`config.mk`:
```
export PLATFORM = sky130hd
export DESIGN_NAME = minmax_seq
export DESIGN_NICKNAME = d
export VERILOG_FILES = /design/src/rtl/minmax_seq.sv
export SDC_FILE = /design/constraint.sdc
export NUM_CORES = 1
export LEC_CHECK = 0
export ABC_CLOCK_PERIOD_IN_PS = 2850
export CORE_MARGIN = 2
export CORE_UTILIZATION = 47
export DETAILED_ROUTE_END_ITERATION = 6
export HOLD_SLACK_MARGIN = 0.08
export PLACE_DENSITY = 0.75
export SETUP_SLACK_MARGIN = 0.02
export SLEW_MARGIN = 10
export SYNTH_ARGS = -nofsm -noshare
export SYNTH_HDL_FRONTEND = slang
export SYNTH_SLANG_ARGS = --single-unit
```
`constraint.sdc`:
```
create_clock -name clk -period 2.85 [get_ports clk]
set_input_delay 0.57 -clock clk [delete_from_list [all_inputs] [get_ports clk]]
set_output_delay 0.57 -clock clk [all_outputs]
set_load 0.005 [all_outputs]
```
`src/rtl/minmax_seq.sv`:
```
// minmax_seq: streams a burst of 3-bit samples through one shared G/E/L comparator to find min/max and their positions.
// Define MINMAX_LAST_TIE_EN to report the latest occurrence on ties (default: earliest).
module minmax_seq #(
    parameter int LEN_W = 4
) (
    input  logic             clk,
    input  logic             rst,
    input  logic             start,
    input  logic [LEN_W-1:0] len,
    input  logic             in_valid,
    input  logic [2:0]       in_data,
    output logic             in_ready,
    output logic             busy,
    output logic             done,
    output logic             empty,
    output logic [2:0]       max_val,
    output logic [2:0]       min_val,
    output logic [LEN_W-1:0] max_idx,
    output logic [LEN_W-1:0] min_idx
);
    typedef enum logic [2:0] {IDLE, WAIT, CMP_MAX, CMP_MIN, DONE} state_t;
`ifdef MINMAX_LAST_TIE_EN
    localparam bit LAST_TIE = 1'b1;
`else
    localparam bit LAST_TIE = 1'b0;
`endif
    state_t state, nxt;
    logic [LEN_W-1:0] len_r, count, sidx, cnt_inc;
    logic [2:0] sreg, y;
    logic g, e, l, xfer;
    assign in_ready = state == WAIT;
    assign busy = state != IDLE;
    assign done = state == DONE;
    assign xfer = in_valid && in_ready;
    assign cnt_inc = count + 1'b1;
    // the single comparator: x is always the latched sample, y follows the phase
    assign y = state == CMP_MAX ? max_val : min_val;
    assign g = sreg > y;
    assign e = sreg == y;
    assign l = sreg < y;
    always_ff @(posedge clk)
        if (rst) state <= IDLE;
        else state <= nxt;
    always_comb begin
        nxt = state;
        case (state)
            IDLE: nxt = start ? (len == '0 ? DONE : WAIT) : IDLE;
            WAIT: nxt = !xfer ? WAIT : count != '0 ? CMP_MAX : len_r == LEN_W'(1) ? DONE : WAIT;
            CMP_MAX: nxt = CMP_MIN;
            CMP_MIN: nxt = cnt_inc == len_r ? DONE : WAIT;
            DONE: nxt = IDLE;
            default: nxt = IDLE;
        endcase
    end
    always_ff @(posedge clk) begin
        if (rst) begin
            len_r <= '0;
            count <= '0;
            sidx <= '0;
            sreg <= '0;
            empty <= 1'b0;
            max_val <= '0;
            min_val <= '0;
            max_idx <= '0;
            min_idx <= '0;
        end else begin
            case (state)
                IDLE: if (start) begin
                    len_r <= len;
                    count <= '0;
                    empty <= len == '0;
                    max_val <= '0;
                    min_val <= '0;
                    max_idx <= '0;
                    min_idx <= '0;
                end
                WAIT: if (xfer) begin
                    if (count == '0) begin
                        max_val <= in_data;
                        min_val <= in_data;
                        max_idx <= '0;
                        min_idx <= '0;
                        count <= LEN_W'(1);
                    end else begin
                        sreg <= in_data;
                        sidx <= count;
                    end
                end
                CMP_MAX: begin
                    if (g) max_val <= sreg;
                    if (g || (e && LAST_TIE)) max_idx <= sidx;
                end
                CMP_MIN: begin
                    if (l) min_val <= sreg;
                    if (l || (e && LAST_TIE)) min_idx <= sidx;
                    count <= cnt_inc;
                end
                default: ;
            endcase
        end
    end
endmodule
```
-- Yosys cells after proc, flatten, opt, wreduce, memory -nomap -nowiden
Cells that the tools add are included.
- register bits: 33
- input bits: 11
- output and inout port bits: 18
- word-level logic and storage cells: 63
- add/subtract/negate cells: 1
- $lt $le $gt $ge: 2
- equality and inequality tests: 11
- muxes and demuxes: 25
- bitwise operators: 1
- reduce and logical (&&, ||, !) cells: 13
- operators with widths (kind ; count):
    $mux W3 ; 12
    $pmux W4 S3 ; 3
    $mux W4 ; 7
    $pmux W3 S3 ; 2
    $pmux W3 S4 ; 1
    $reduce_and A5 Y1 ; 2
    $reduce_bool A3 Y1 ; 3
    $logic_not A4 Y1 ; 2
    $eq A3 B2 Y1 const B ; 2
    $ne A2 B2 Y1 const B ; 3
    $add A4 B1 Y4 const B ; 1
    $eq A4 B1 Y1 const B ; 1
    $eq A4 B4 Y1 ; 1
    $ne A2 B1 Y1 const B ; 2
    $reduce_and A4 Y1 ; 1
    $reduce_bool A4 Y1 ; 1
    $eq A3 B1 Y1 const B ; 1
    $eq A3 B3 Y1 const B ; 1
    $gt A3 B3 Y1 ; 1
    $logic_not A3 Y1 ; 1
    $lt A3 B3 Y1 ; 1
    $reduce_and A3 Y1 ; 1
    $reduce_and A2 Y1 ; 1
    $logic_and A1 B1 Y1 ; 1
    $not A1 Y1 ; 1

-- Longest topological paths before layout
- depth after elaboration: 5
- mapped depth: 11
- mapped depth without buffers: 9

-- Worst setup path after synthesis
No wires, ideal clock.
- kind: register to register
- from: register state[1]
- to: register max_idx[0]
- arrival time: 2687 ps
- setup slack: 48 ps
- cell stages (with the launch flop): 12
- buffers on the path: 2
- period minus slack after synthesis: 2802 ps
- cell sequence: dfxtp_1 -> buf_2 -> inv_1 -> nor3_2 -> mux2i_1 -> ha_1 -> o21ai_0 -> a21oi_1 -> a211oi_1 -> clkbuf_1 -> nor3_1 -> o21ba_2
- cells in the longest elaborated chain, start to end: 5
- ends and longest elaborated chain (element ; line ; source):
    from (decl) ; 27 ; state_t state, nxt;
    from (signal assigned) ; 43 ; else state <= nxt;
    $eq A3 B2 Y1 ; 37, 67 ;
    $mux W3 ; 37 ; assign y = state == CMP_MAX ? max_val : min_val;
    $gt A3 B3 Y1 ; 38 ; assign g = sreg > y;
    $ne A2 B2 Y1 (no source line) ; -- ;
    $reduce_and A5 Y1 (no source line) ; -- ;
    to (signal assigned) ; 91 ; if (g || (e && LAST_TIE)) max_idx <= sidx;
    to (decl) ; 18 ; output logic [LEN_W-1:0] max_idx,
Several ways; a longest one is shown, not always the timed one.
A chain may end at the register's enable or synchronous reset.

-- Worst setup path after layout
- from: register state[2]
- to: register max_val[2]
- cells in the longest elaborated chain, start to end: 5
- ends and longest elaborated chain (element ; line ; source):
    $eq A3 B2 Y1 ; 37, 67 ;
    $mux W3 ; 37 ;
    $gt A3 B3 Y1 ; 38 ;
    $ne A2 B2 Y1 (no source line) ; -- ;
    $reduce_and A5 Y1 (no source line) ; -- ;
    to (signal assigned) ; 79 ; max_val <= in_data;
    to (signal assigned) ; 90 ; if (g) max_val <= sreg;
    to (decl) ; 16 ; output logic [2:0] max_val,
Several ways; a longest one is shown, not always the timed one.

==> impl_metrics.py <==
metrics = {
    "setup_path": {
        "crit_required_ns": 3.11,
        "cp_max_fo": 14,
        "crit_type": "reg -> reg",
        "cp.arrival_ns": 2.74,
        "cp-end-kind": "register",
        "start_kind": "register",
    },
    "global_route": {
        "met3_usage_pct": 4.23,
        "grt_max_degree": 18,
        "grt_pass1_vias": 1422,
        "use_met1_pct": 25.5,
        "antenna_found_initial": 0,
        "grt_pass1_wl_mm": 6.45,
        "use_met2_pct": 33.3,
        "grt_util_all_layers_pct": 19.9,
        "gr-total-overflow": 0,
        "busiest_layer": "met2",
    },
    "clock_tree": {
        "clk_pin_slew_ns": 0.10,
        "max-clock-path-buffers": 2,
        "clk_latency_ns": 0.33,
        "htree_levels": 2,
        "cts_setup_buffers": 0,
        "cts_made_buffers": 5,
        "cts_resized": 0,
        "cts_hold_buf": 0,
        "root_buffer": "clkbuf_4",
        "tritoncts": "done",
        "cts.sinks": 33,
    },
    "yosys": {
        "async_flop_share_pct": 0,
        "synth_nets": 218,
        "synth_flop_cell": "dfxtp_1",
        "synth_area_per_cell_sq_um": 8.37,
        "ys_types": 40,
        "syn_area_sq_um": 1690,
        "seq_area_frac_synth_pct": 39.1,
        "syn_inst": 202,
        "ys_warn_count": 0,
        "synth-edff-count": 0,
        "ys_seq_elements": 33,
    },
    "sta": {
        "hold_violations": 0,
        "period_share_pct": 87.2,
        "setup_violations": 0,
        "fin_skew_ns": 0.0108,
        "fmax_mhz": 402,
        "drv_slew": 0,
        "relSlewSlack_pct": 58.3,
        "finalSetupTns_ns": 0,
        "worstMarginPinSlew_ns": 0.623,
        "fin_crit_ns": 2.49,
        "grt_setup_unrepaired": "no",
    },
    "layout": {
        "diodes": 0,
        "post-route-util_pct": 61.4,
        "final_cells": 280,
        "multi_input_area_sq_um": 942,
        "regArea_sq_um": 661,
        "final_net_count": 250,
        "stdcell_area_sq_um": 2080,
        "fillers": 292,
        "area_growth_pct": 23.2,
        "drive_gt1_share_pct": 9.83,
    },
    "place": {
        "gp_congestion": 0.901,
        "hpwl_mm": 2.90,
        "io_buffer_count": 28,
        "postPlaceCellArea_sq_um": 2030,
        "dpl.cell_count": 273,
    },
    "power": {
        "finalPower_mw": 0.914,
        "p_per_area_nw_per_um2": 439,
        "p_leak_nw": 0.764,
        "ir_worst_vdd_mv": 0.239,
    },
    "route": {
        "ant_nets": 0,
        "drc": 0,
        "drt-initial-drc-count": 85,
        "dr.pass1.iters": 4,
        "routedWlPerCell_microns": 13.9,
        "vias": 1531,
        "routed_via_density": 5.47,
        "routed_wirelength_mm": 3.89,
    },
    "floorplanning": {
        "die_h_microns": 64.0,
        "die_x_microns": 64.0,
        "dieArea_sq_um": 4090,
        "ios": 29,
        "start_util_pct": 49.9,
        "core_sq_um": 3390,
        "rows": 21,
    },
    "min_path": {
        "worstHoldPathType": "reg -> reg",
    },
    "run": {
        "cap_violations": 0,
    },
    "status": {
        "status": "finished, final reports clean",
    },
}
final cells by class:
type | instances | share of cell area [%]
inverters | 7 | 1.26
clock buffers | 7 | 2.64
flip-flops and latches | 33 | 31.7
multi-input cells | 151 | 45.3
repair buffers | 36 | 16.3
well taps | 46 | 2.76
Yosys cell counts (all sizes together) (2+ instances only):
| cell type | n | area (sq um) |
|---|---|---|
| a211oi | 2 | 15.0 |
| a21oi | 22 | 110 |
| a22oi | 4 | 30.0 |
| a311oi | 2 | 17.5 |
| buf | 4 | 35.0 |
| clkbuf | 7 | 26.3 |
| dfxtp | 33 | 661 |
| ha | 5 | 62.6 |
| inv | 7 | 26.3 |
| mux2i | 10 | 100 |
| nand2 | 26 | 97.6 |
| nand2b | 2 | 12.5 |
| nand3 | 13 | 65.1 |
| nor2 | 15 | 56.3 |
| nor2b | 2 | 12.5 |
| nor3 | 7 | 40.0 |
| o21a | 4 | 30.0 |
| o21ai | 5 | 25.0 |
| o21ba | 4 | 40.0 |
| or2 | 2 | 12.5 |
| or3 | 4 | 25.0 |
| or4 | 4 | 30.0 |
| xnor2 | 4 | 35.0 |
| xor2 | 2 | 17.5 |
metal layers:
metal / up-vias / routed length, microns
met5: - / 0
met4: 0 / 36
met3: 4 / 136
met2: 27 / 1830
met1: 719 / 1890
li1: 781 / -
stage by stage:
step                      hold slack, ns  setup slack [ns]
final                              0.461             0.365
after global routing               0.484             0.125
after CTS                          0.470             0.377
after detailed placement           0.450             0.338
after global placement             0.445             0.387
after floorplan                    0.448            0.0480
logic make-up after synthesis:
family          after synthesis  synth area share, %
simple gates                 80                 23.2
compound gates               49                 19.1
flops                        33                 39.1
buf+inv                      18                 5.18
mux                          11                 6.59
xor+xnor                      6                 3.11
fa+ha+maj                     5                 3.70
power breakdown:
group	switching (mW)	internal [mW]	leakage, nW
Sequential	0.0122	0.473	0.267
Clock	0.153	0.116	0.0314
Combinational	0.0870	0.0728	0.466
Total	0.252	0.662	0.764
state kept, by name, indices dropped and copies added, names as in the netlist:
register / cells
count: 4
len_r: 4
max_idx: 4
min_idx: 4
sidx: 4
max_val: 3
min_val: 3
sreg: 3
state: 3
empty: 1
path summary, 6_finish.rpt:
check                   from          to  slack (ns)  cells past startpoint
setup / recovery    state[2]  max_val[2]        0.36                     10
hold reg to reg   min_idx[0]  min_idx[0]        0.46                      2
hold / removal    min_idx[0]  min_idx[0]        0.46                      2
setup reg to reg    state[2]  max_val[2]        0.36                     10
cells in the final DEF (no fill, tap or decap), types with 6 or more instances in the layout:
cell,netlist,routed
nand3_1,13,13
nor3_1,6,6
clkdlybuf4s50_1,0,28
nor2_1,15,15
inv_1,7,7
a21oi_1,22,22
mux2i_1,10,10
nand2_1,26,26
dfxtp_1,33,33
buf_4,1,8
worst max-delay path, cell delays in order (launching register included):
cell and delay, ns:
dfxtp_1 0.54, nor3_2 0.08, buf_4 0.18, mux2i_1 0.12, ha_1 0.29, o21ai_0 0.08
a21oi_1 0.20, a211oi_1 0.10, buf_4 0.18, or4_1 0.50, a21oi_1 0.13
Note: power is estimated with default switching activity, not from simulation.
